==> src/rtl/taiga_types.sv <==
// Shared type definitions for the credit sender slice.
package taiga_types;

    typedef enum logic [1:0] {
        RUN   = 2'd0,
        DRAIN = 2'd1,
        DONE  = 2'd2
    } drain_state_e;

endpackage

==> src/rtl/one_hot_credit_sender_if.sv <==
// Producer-side bus of the credit sender: upstream handshake, downstream push,
// credit return, drain control and status. master = the sender, slave = its environment.
interface one_hot_credit_sender_if #(
    parameter int DATA_WIDTH = 32
);
    import taiga_types::*;

    // Handshake: a transfer happens in every cycle where in_valid and in_ready are
    // both 1 at the clock edge; in_ready never depends on in_valid, and out_push is
    // a one-cycle strobe the downstream buffer must accept unconditionally.
    logic                  in_valid;
    logic [DATA_WIDTH-1:0] in_data;
    logic                  in_ready;
    logic                  out_push;
    logic [DATA_WIDTH-1:0] out_data;
    logic                  credit_return;
    logic                  drain_req;
    logic                  drain_done;
    logic                  credits_none;
    logic                  credits_last;
    logic                  credits_all;
    logic                  credit_error;
    drain_state_e          state;

    modport master (
        input  in_valid, in_data, credit_return, drain_req,
        output in_ready, out_push, out_data, drain_done,
               credits_none, credits_last, credits_all, credit_error, state
    );

    modport slave (
        output in_valid, in_data, credit_return, drain_req,
        input  in_ready, out_push, out_data, drain_done,
               credits_none, credits_last, credits_all, credit_error, state
    );

endinterface

==> src/rtl/one_hot_credit_chain.sv <==
// One-hot credit counter: bit k set means k credits held. Mirrors the receiver's
// occupancy chain in the opposite direction (take shifts down, give shifts up).
module one_hot_credit_chain #(
    parameter int DEPTH = 4
) (
    input  logic clk,
    input  logic rst,
    input  logic take,
    input  logic give,
    output logic none,
    output logic last,
    output logic all,
    output logic error
);
    localparam logic [DEPTH:0] CHAIN_RESET = {1'b1, {DEPTH{1'b0}}};

    logic [DEPTH:0] chain_q, chain_d;
    logic           error_q, error_d;

    always_comb begin
        chain_d = chain_q;
        error_d = error_q;
        if (take && !give && !chain_q[0]) begin
            chain_d = chain_q >> 1;
        end else if (give && !take) begin
            // A give with every credit already home is a protocol violation: saturate and flag.
            if (chain_q[DEPTH]) begin
                error_d = 1'b1;
            end else begin
                chain_d = chain_q << 1;
            end
        end
    end

    always_ff @(posedge clk or posedge rst) begin
        if (rst) begin
            chain_q <= CHAIN_RESET;
            error_q <= 1'b0;
        end else begin
            chain_q <= chain_d;
            error_q <= error_d;
        end
    end

    assign none  = chain_q[0];
    assign last  = chain_q[1];
    assign all   = chain_q[DEPTH];
    assign error = error_q;

endmodule

==> src/rtl/one_hot_credit_sender.sv <==
// Credit-gated send stage: forwards upstream transfers as registered push pulses,
// one credit per push, with a drain FSM that quiesces until every credit is home.
module one_hot_credit_sender #(
    parameter int CREDITS    = 4,
    parameter int DATA_WIDTH = 32
) (
    input logic                     clk,
    input logic                     rst,
    one_hot_credit_sender_if.master bus
);
    import taiga_types::*;

    drain_state_e          state_q, state_d;
    logic                  push_q, push_d;
    logic [DATA_WIDTH-1:0] data_q, data_d;

    logic in_ready;
    logic drain_done;
    logic send;
    logic credits_none, credits_last, credits_all, credit_error;

    one_hot_credit_chain #(.DEPTH(CREDITS)) u_chain (
        .clk  (clk),
        .rst  (rst),
        .take (send),
        .give (bus.credit_return),
        .none (credits_none),
        .last (credits_last),
        .all  (credits_all),
        .error(credit_error)
    );

    // in_ready comes only from registered state, so a returned credit is usable the cycle after.
    always_comb begin
        state_d    = state_q;
        in_ready   = 1'b0;
        drain_done = 1'b0;
        unique case (state_q)
            RUN: begin
                in_ready = ~credits_none;
                if (bus.drain_req) state_d = DRAIN;
            end
            DRAIN: begin
                if (!bus.drain_req)                state_d = RUN;
                else if (credits_all && !push_q)   state_d = DONE;
            end
            DONE: begin
                drain_done = 1'b1;
                if (!bus.drain_req) state_d = RUN;
            end
            default: state_d = RUN;
        endcase
    end

    always_comb begin
        send   = bus.in_valid & in_ready;
        push_d = send;
        data_d = send ? bus.in_data : data_q;
    end

    always_ff @(posedge clk or posedge rst) begin
        if (rst) begin
            state_q <= RUN;
            push_q  <= 1'b0;
            data_q  <= '0;
        end else begin
            state_q <= state_d;
            push_q  <= push_d;
            data_q  <= data_d;
        end
    end

    assign bus.in_ready     = in_ready;
    assign bus.out_push     = push_q;
    assign bus.out_data     = data_q;
    assign bus.drain_done   = drain_done;
    assign bus.credits_none = credits_none;
    assign bus.credits_last = credits_last;
    assign bus.credits_all  = credits_all;
    assign bus.credit_error = credit_error;
    assign bus.state        = state_q;

endmodule

==> src/flat_wrapper.sv <==
// flat-port wrapper written by rule: the top's interface ports become plain ports
module one_hot_credit_sender_flat import taiga_types::*;
#(
    parameter int CREDITS    = 4,
    parameter int DATA_WIDTH = 32
)
  (clk, rst, bus_in_valid, bus_in_data, bus_credit_return, bus_drain_req, bus_in_ready, bus_out_push, bus_out_data, bus_drain_done, bus_credits_none, bus_credits_last, bus_credits_all, bus_credit_error, bus_state);
  one_hot_credit_sender_if #(.DATA_WIDTH(DATA_WIDTH)) bus_i ();
  input logic clk;
  input logic rst;
  input wire logic [$bits(bus_i.in_valid)-1:0] bus_in_valid;
  input wire logic [$bits(bus_i.in_data)-1:0] bus_in_data;
  input wire logic [$bits(bus_i.credit_return)-1:0] bus_credit_return;
  input wire logic [$bits(bus_i.drain_req)-1:0] bus_drain_req;
  output wire logic [$bits(bus_i.in_ready)-1:0] bus_in_ready;
  output wire logic [$bits(bus_i.out_push)-1:0] bus_out_push;
  output wire logic [$bits(bus_i.out_data)-1:0] bus_out_data;
  output wire logic [$bits(bus_i.drain_done)-1:0] bus_drain_done;
  output wire logic [$bits(bus_i.credits_none)-1:0] bus_credits_none;
  output wire logic [$bits(bus_i.credits_last)-1:0] bus_credits_last;
  output wire logic [$bits(bus_i.credits_all)-1:0] bus_credits_all;
  output wire logic [$bits(bus_i.credit_error)-1:0] bus_credit_error;
  output wire logic [$bits(bus_i.state)-1:0] bus_state;
  assign bus_i.in_valid = bus_in_valid;
  assign bus_i.in_data = bus_in_data;
  assign bus_i.credit_return = bus_credit_return;
  assign bus_i.drain_req = bus_drain_req;
  assign bus_in_ready = bus_i.in_ready;
  assign bus_out_push = bus_i.out_push;
  assign bus_out_data = bus_i.out_data;
  assign bus_drain_done = bus_i.drain_done;
  assign bus_credits_none = bus_i.credits_none;
  assign bus_credits_last = bus_i.credits_last;
  assign bus_credits_all = bus_i.credits_all;
  assign bus_credit_error = bus_i.credit_error;
  assign bus_state = bus_i.state;
  one_hot_credit_sender #(.CREDITS(CREDITS), .DATA_WIDTH(DATA_WIDTH)) u_core (.clk(clk), .rst(rst), .bus(bus_i));
endmodule
==> config.mk <==
export PLATFORM = sky130hd
export DESIGN_NAME = one_hot_credit_sender_flat
export DESIGN_NICKNAME = d
export VERILOG_FILES = /design/src/rtl/taiga_types.sv /design/src/rtl/one_hot_credit_sender_if.sv /design/src/rtl/one_hot_credit_chain.sv /design/src/rtl/one_hot_credit_sender.sv /design/src/flat_wrapper.sv
export SDC_FILE = /design/constraint.sdc
export NUM_CORES = 1
export LEC_CHECK = 0
export CAP_MARGIN = 20
export CORE_MARGIN = 5
export CORE_UTILIZATION = 40
export CTS_CLUSTER_SIZE = 20
export DETAILED_ROUTE_END_ITERATION = 16
export PLACE_DENSITY = 0.75
export SLEW_MARGIN = 5
export SYNTH_ARGS = -nofsm -noshare
export SYNTH_HDL_FRONTEND = slang
export SYNTH_HIERARCHICAL = 1
export SYNTH_SLANG_ARGS = --single-unit
==> constraint.sdc <==
create_clock -name clk -period 1.95 [get_ports clk]
set_input_delay 0.195 -clock clk [delete_from_list [all_inputs] [get_ports clk]]
set_output_delay 0.195 -clock clk [all_outputs]
set_load 0.1 [all_outputs]
* After elaboration in Yosys (flattened, before gate mapping)
Index checks and enable logic that the tools add are counted.
** Storage, ports and cells
- Output and inout port bits :: 41
- Input bits :: 37
- Word-level logic and storage cells :: 38
- Flip-flop bits (word level) :: 41
** Operators by class
- Multiplexer cells :: 10
- Eq/ne operators :: 6
- Reduce and logical (&&, ||, !) cells :: 13
- Bitwise logic cells :: 3
** Operator list (number)
- $mux 5 :: 3
- $mux 2 :: 4
- $pmux 2 s3 :: 1
- $reduce_and 3->1 :: 2
- $logic_and 1x1->1 :: 4
- $logic_not 1->1 :: 4
- $ne 2x2->1 const B :: 2
- $ne 3x2->1 const B :: 1
- $eq 2x1->1 const B :: 1
- $eq 2x2->1 const B :: 1
- $logic_not 2->1 :: 1
- $mux 1 :: 2
- $ne 2x1->1 const B :: 1
- $not 1->1 :: 2
- $reduce_and 2->1 :: 1
- $reduce_bool 2->1 :: 1
- $and 1x1->1 :: 1

* Depth between registers and ports, before layout
- Depth after elaboration :: 7
- Depth in mapped cells :: 5
- Depth with buffers taken out :: 4

* Modules after synthesis
Netlist, hierarchy kept.
** Modules (own cells, without submodules)
- one_hot_credit_sender :: cells an instance 79, instances 1, seq. area each 875.8 µm², area each 1345.0 µm²
- one_hot_credit_chain :: cells an instance 32, instances 1, seq. area each 151.4 µm², area each 306.5 µm²

* Worst setup path before layout
No wires, ideal clock.
- Kind :: reg2out
- From :: reg u_core.state_q[0] (netlist: u_core/bus.state[0])
- To :: out bus_in_ready
- Slack :: -1.261 ns
- Data required time :: 1.755 ns
- Stages on the path, launching flop included :: 2
- Arrival time :: 3.016 ns
- Cell sequence :: dfrtp_1 -> nor3_1
** Between the ends
- Cells in the longest elaborated chain, start to end :: 2
** RTL lines
- from (decl) :: RTL line one_hot_credit_sender.sv:13 : drain_state_e state_q, state_d;
- from (signal assigned) :: RTL line one_hot_credit_sender.sv:67 : state_q <= state_d;
- $logic_not 2->1 :: RTL line one_hot_credit_sender.sv:38 : unique case (state_q)
- $mux 1 :: RTL line one_hot_credit_sender.sv:38
- to (decl) :: RTL line flat_wrapper.sv:15 : output wire logic [$bits(bus_i.in_ready)-1:0] bus_in_ready;
No other way between the ends.

* Final worst setup path
- From :: reg u_core.state_q[1] (netlist: u_core/bus.state[1])
- To :: reg u_core.u_chain.chain_q[2]
** Between the ends
- Cells in the longest elaborated chain, start to end :: 7
- Elaborated cells on any way between the ends :: 11
- Classes of those cells :: eq/ne: 1; mux: 2; bitwise: 1; reduce/logical: 7
** RTL lines
- $logic_not 2->1 * :: RTL line one_hot_credit_sender.sv:38
- $mux 1 * :: RTL line one_hot_credit_sender.sv:38
- $and 1x1->1 * :: RTL line one_hot_credit_sender.sv:56 : send = bus.in_valid & in_ready;
- $logic_and 1x1->1 or $logic_not 1->1 (tied branches) :: RTL line one_hot_credit_chain.sv:23, one_hot_credit_chain.sv:25
- $logic_and 1x1->1, on equally long branches :: RTL line one_hot_credit_chain.sv:23, one_hot_credit_chain.sv:25
- $ne 2x1->1 (no source line) or $reduce_bool 2->1 (tied branches)
- $reduce_and 2->1 (no source line)
- to (signal assigned) :: RTL line one_hot_credit_chain.sv:40 : chain_q <= chain_d;
- to (decl) :: RTL line one_hot_credit_chain.sv:17 : logic [DEPTH:0] chain_q, chain_d;
Every way passes the cells marked *; elsewhere a longest branch is shown, timed or not.
A chain may end at the register's enable or synchronous reset.

==> out/qor.txt <==
placed cells = 237
Post-Synth Adder-Cell Area = 0%
CTS H-tree depth = 2
power per cell area = 1112 nW/um2
Compound-Gate Fraction of Synth Area = 5.455%
core footprint = 4000 um2
Final GP Congestion = 0.7891
count of final setup violators = 0
Yosys Warn Count = 6
gr ovfl total = 0
Clock Latency Late Sink = 280 ps
total of fill cells in the finished design = 310
maximum vdd ir drop = 0.7989 mV
Final Util = 63.59%
Sum Neg Setup Slack = 0 ps
Worst Skew = 9.498 ps
layout cells sized above 1 = 47.69%
Post-Synthesis Net Count = 148
port bufs = 77
synthesized area per cell = 14.88 um2
Critical Path End Type = register
fin. max-slew vios = 0
I/O pins = 78
hold violation total from the final report = 0
number of library cell types mapped by synthesis = 25
# hold bufs at CTS = 0
Power Total = 0.002828 W
CP required = 2150 ps
Worst path slowest cell = dfrtp_2
Critical Path Start Type = register
TritonRoute pass-1 iters = 4
Gate Count Post-Synth = 111
Worst EP arrival = 1890 ps
nets@finish = 231
kind of critical path = reg -> reg
CTS tree = built
number of global-route vias before repair = 1328
gr usage total = 15.50%
largest fanout on the critical path = 41
Max-slew headroom = 78.00%
vias after detailed routing = 1190
unrepaired setup endpoints after global routing = no
DR WL/cell = 16.70 um
Worst-path clk slew = 80 ps
Reg area = 1031 um2
Routed Antenna Nets = 0
post-route clock period utilization = 86.22%
Tightest Hold Check Type = in -> async
Worst Path Buf+Inv = 1
setup bufs post-CTS = 0
Slowest Stage Delay on Critical Path = 470 ps
DR DRC count = 0
f_max = 0.5948 GHz
combinational family with the most area after synthesis = multiplexers
die area = 5514 um2
first-pass GRT wire length = 6.423 mm
crit-path cells = nor4b_4, buf_12, nor3b_2, a22oi_1, o21ai_0
Final min period = 1681 ps
WL final = 4.091 mm
1st-iter DRT viols = 42
status = completed
Reg2Reg Depth = 5
CTS Buf Count = 5
Pleak = 1.116 nW
XOR/XNOR Fraction of Synth Area = 0%
Reg2Reg Setup Slack = 270 ps
sinks on the clock net = 41
row cnt = 23
Crit path max-delay family = simple AND/OR/NAND/NOR gates
Min Hold Slack = 160.0 ps
area growth from synthesis to layout = 54.02%
clock buffer depth = 2
DIE WIDTH = 74.26 um
non-filler cells in the finished layout = 245
Post-Synth Simple-Gate Area = 6.894%
largest cells by area after synthesis = dfrtp_1, mux2_2, o21ai_0
# diodes = 0
vias per std cell = 4.857
sequential area share after synthesis = 62.20%
Synth Cell Area = 1652 um2
Yosys top cell by area = dfrtp_1
largest net degree at the start of global routing = 42
post-synth top area share = 60.61%
CTS resizes = 0
Slew @ Worst Pin = 329.0 ps
initial antenna violation count = 0
initial cell density of the core = 41.29%
Seq cells post-synth = 41
post-synthesis mux area share = 21.82%
CTS root buf = clkbuf_8
FF-to-FF Start = u_core/bus.state[1]
DP HPWL = 3.176 mm
r2r endpoint = u_core/u_chain/chain_q[2]
maxcap violations = 0
Multi-input gate area = 583.1 um2
die height = 74.26 um
report_power, final:
group	internal, W	switching (W)	leakage, nW	total [W]
clock	0.000380	0.000271	0.0552	0.000651
sequential	0.000950	0.0000577	0.490	0.00101
combinational	0.000286	0.000883	0.572	0.00117
worst register-to-register path: stages (launching register included):
cell and delay [ps]:
dfrtp_2 470, nor4b_4 340, buf_12 270, nor3b_2 300
a22oi_1 130, o21ai_0 90
synth_stat cells:
master,count
o21ai_0,7
dfstp_2,1
nor3_1,1
nor2_1,2
nand4_1,1
nand3b_1,1
a31o_2,1
nand3_1,2
dfrtp_1,40
nor4b_4,1
mux2_2,31
mux2_1,1
and4bb_2,1
o211ai_1,1
buf_4,1
a22oi_1,1
buf_6,3
a311oi_1,1
nor2b_1,1
a21oi_1,3
nand2_1,1
o21a_1,1
nor3b_2,2
nand2b_1,1
inv_1,5
routing by layer:
layer	wire length (um)	GRT usage, %
met3	378	5.676
met2	2226	26.97
met5	0	0
met4	40	5.336
met1	1446	17.61
final cells by class:
| type | instances | area share [%] |
|---|---|---|
| sequential | 41 | 40.53 |
| timing repair buffer | 80 | 29.12 |
| multi-input combinational | 61 | 22.92 |
| clock buffer | 6 | 2.853 |
| tap | 50 | 2.459 |
| clock inverter | 2 | 1.377 |
| inverter | 5 | 0.7378 |
state kept, by name, indices dropped and copies added, names as in the netlist:
signal                  count
u_core/bus.out_push         1
u_core/bus.state            2
u_core/u_chain/chain_q      5
u_core/u_chain/error        1
u_core/bus.out_data        32
logic make-up after synthesis:
family / after synthesis
flops: 41
simple gates: 14
buf+inv: 9
mux: 32
compound gates: 15
worst max path at each step:
stage / startpoint / end / slack (ps) / cells past startpoint
after floorplan: u_core/bus.state[1] / u_core/u_chain/chain_q[2] / 80 / 5
after global routing: u_core/bus.state[1] / u_core/u_chain/chain_q[1] / 150 / 5
after CTS: u_core/bus.state[1] / u_core/u_chain/chain_q[2] / 250 / 5
after global placement: bus_in_valid / u_core/u_chain/chain_q[2] / 280 / 6
final: u_core/bus.state[1] / u_core/u_chain/chain_q[2] / 270 / 5
after detailed placement: bus_in_valid / u_core/u_chain/chain_q[2] / 170 / 6
layout by cell type, fill, tap and decap left out:
cell type | synthesis | final
and4bb_2 | 1 | 1
a22oi_1 | 1 | 1
nand3b_1 | 1 | 1
nor3b_2 | 2 | 2
o211ai_1 | 1 | 1
a311oi_1 | 1 | 1
dfrtp_2 | 0 | 3
nor2b_4 | 0 | 1
clkbuf_1 | 0 | 1
clkinv_2 | 0 | 1
dfstp_2 | 1 | 1
nand4_1 | 1 | 1
o21a_1 | 1 | 1
nor3_4 | 0 | 1
nand2b_1 | 1 | 1
nand3_1 | 2 | 2
nor2_1 | 2 | 2
a31o_2 | 1 | 1
mux2_2 | 31 | 31
buf_4 | 1 | 40
mux2_1 | 1 | 1
clkbuf_8 | 0 | 5
o21ai_0 | 7 | 7
buf_12 | 0 | 4
dfrtp_1 | 40 | 37
inv_1 | 5 | 5
clkdlybuf4s50_1 | 0 | 36
nor4b_4 | 1 | 1
nand2_1 | 1 | 1
bufinv_16 | 0 | 1
a21oi_1 | 3 | 3
through the flow:
stage,worst slack [ps],cell area (um2)
after floorplan,77.45,1674
after global placement,276.2,2436
after detailed placement,174.2,2436
after CTS,254.8,2544
after global routing,154.2,2544
final,268.8,2544
(Power assumes the default switching activity.)
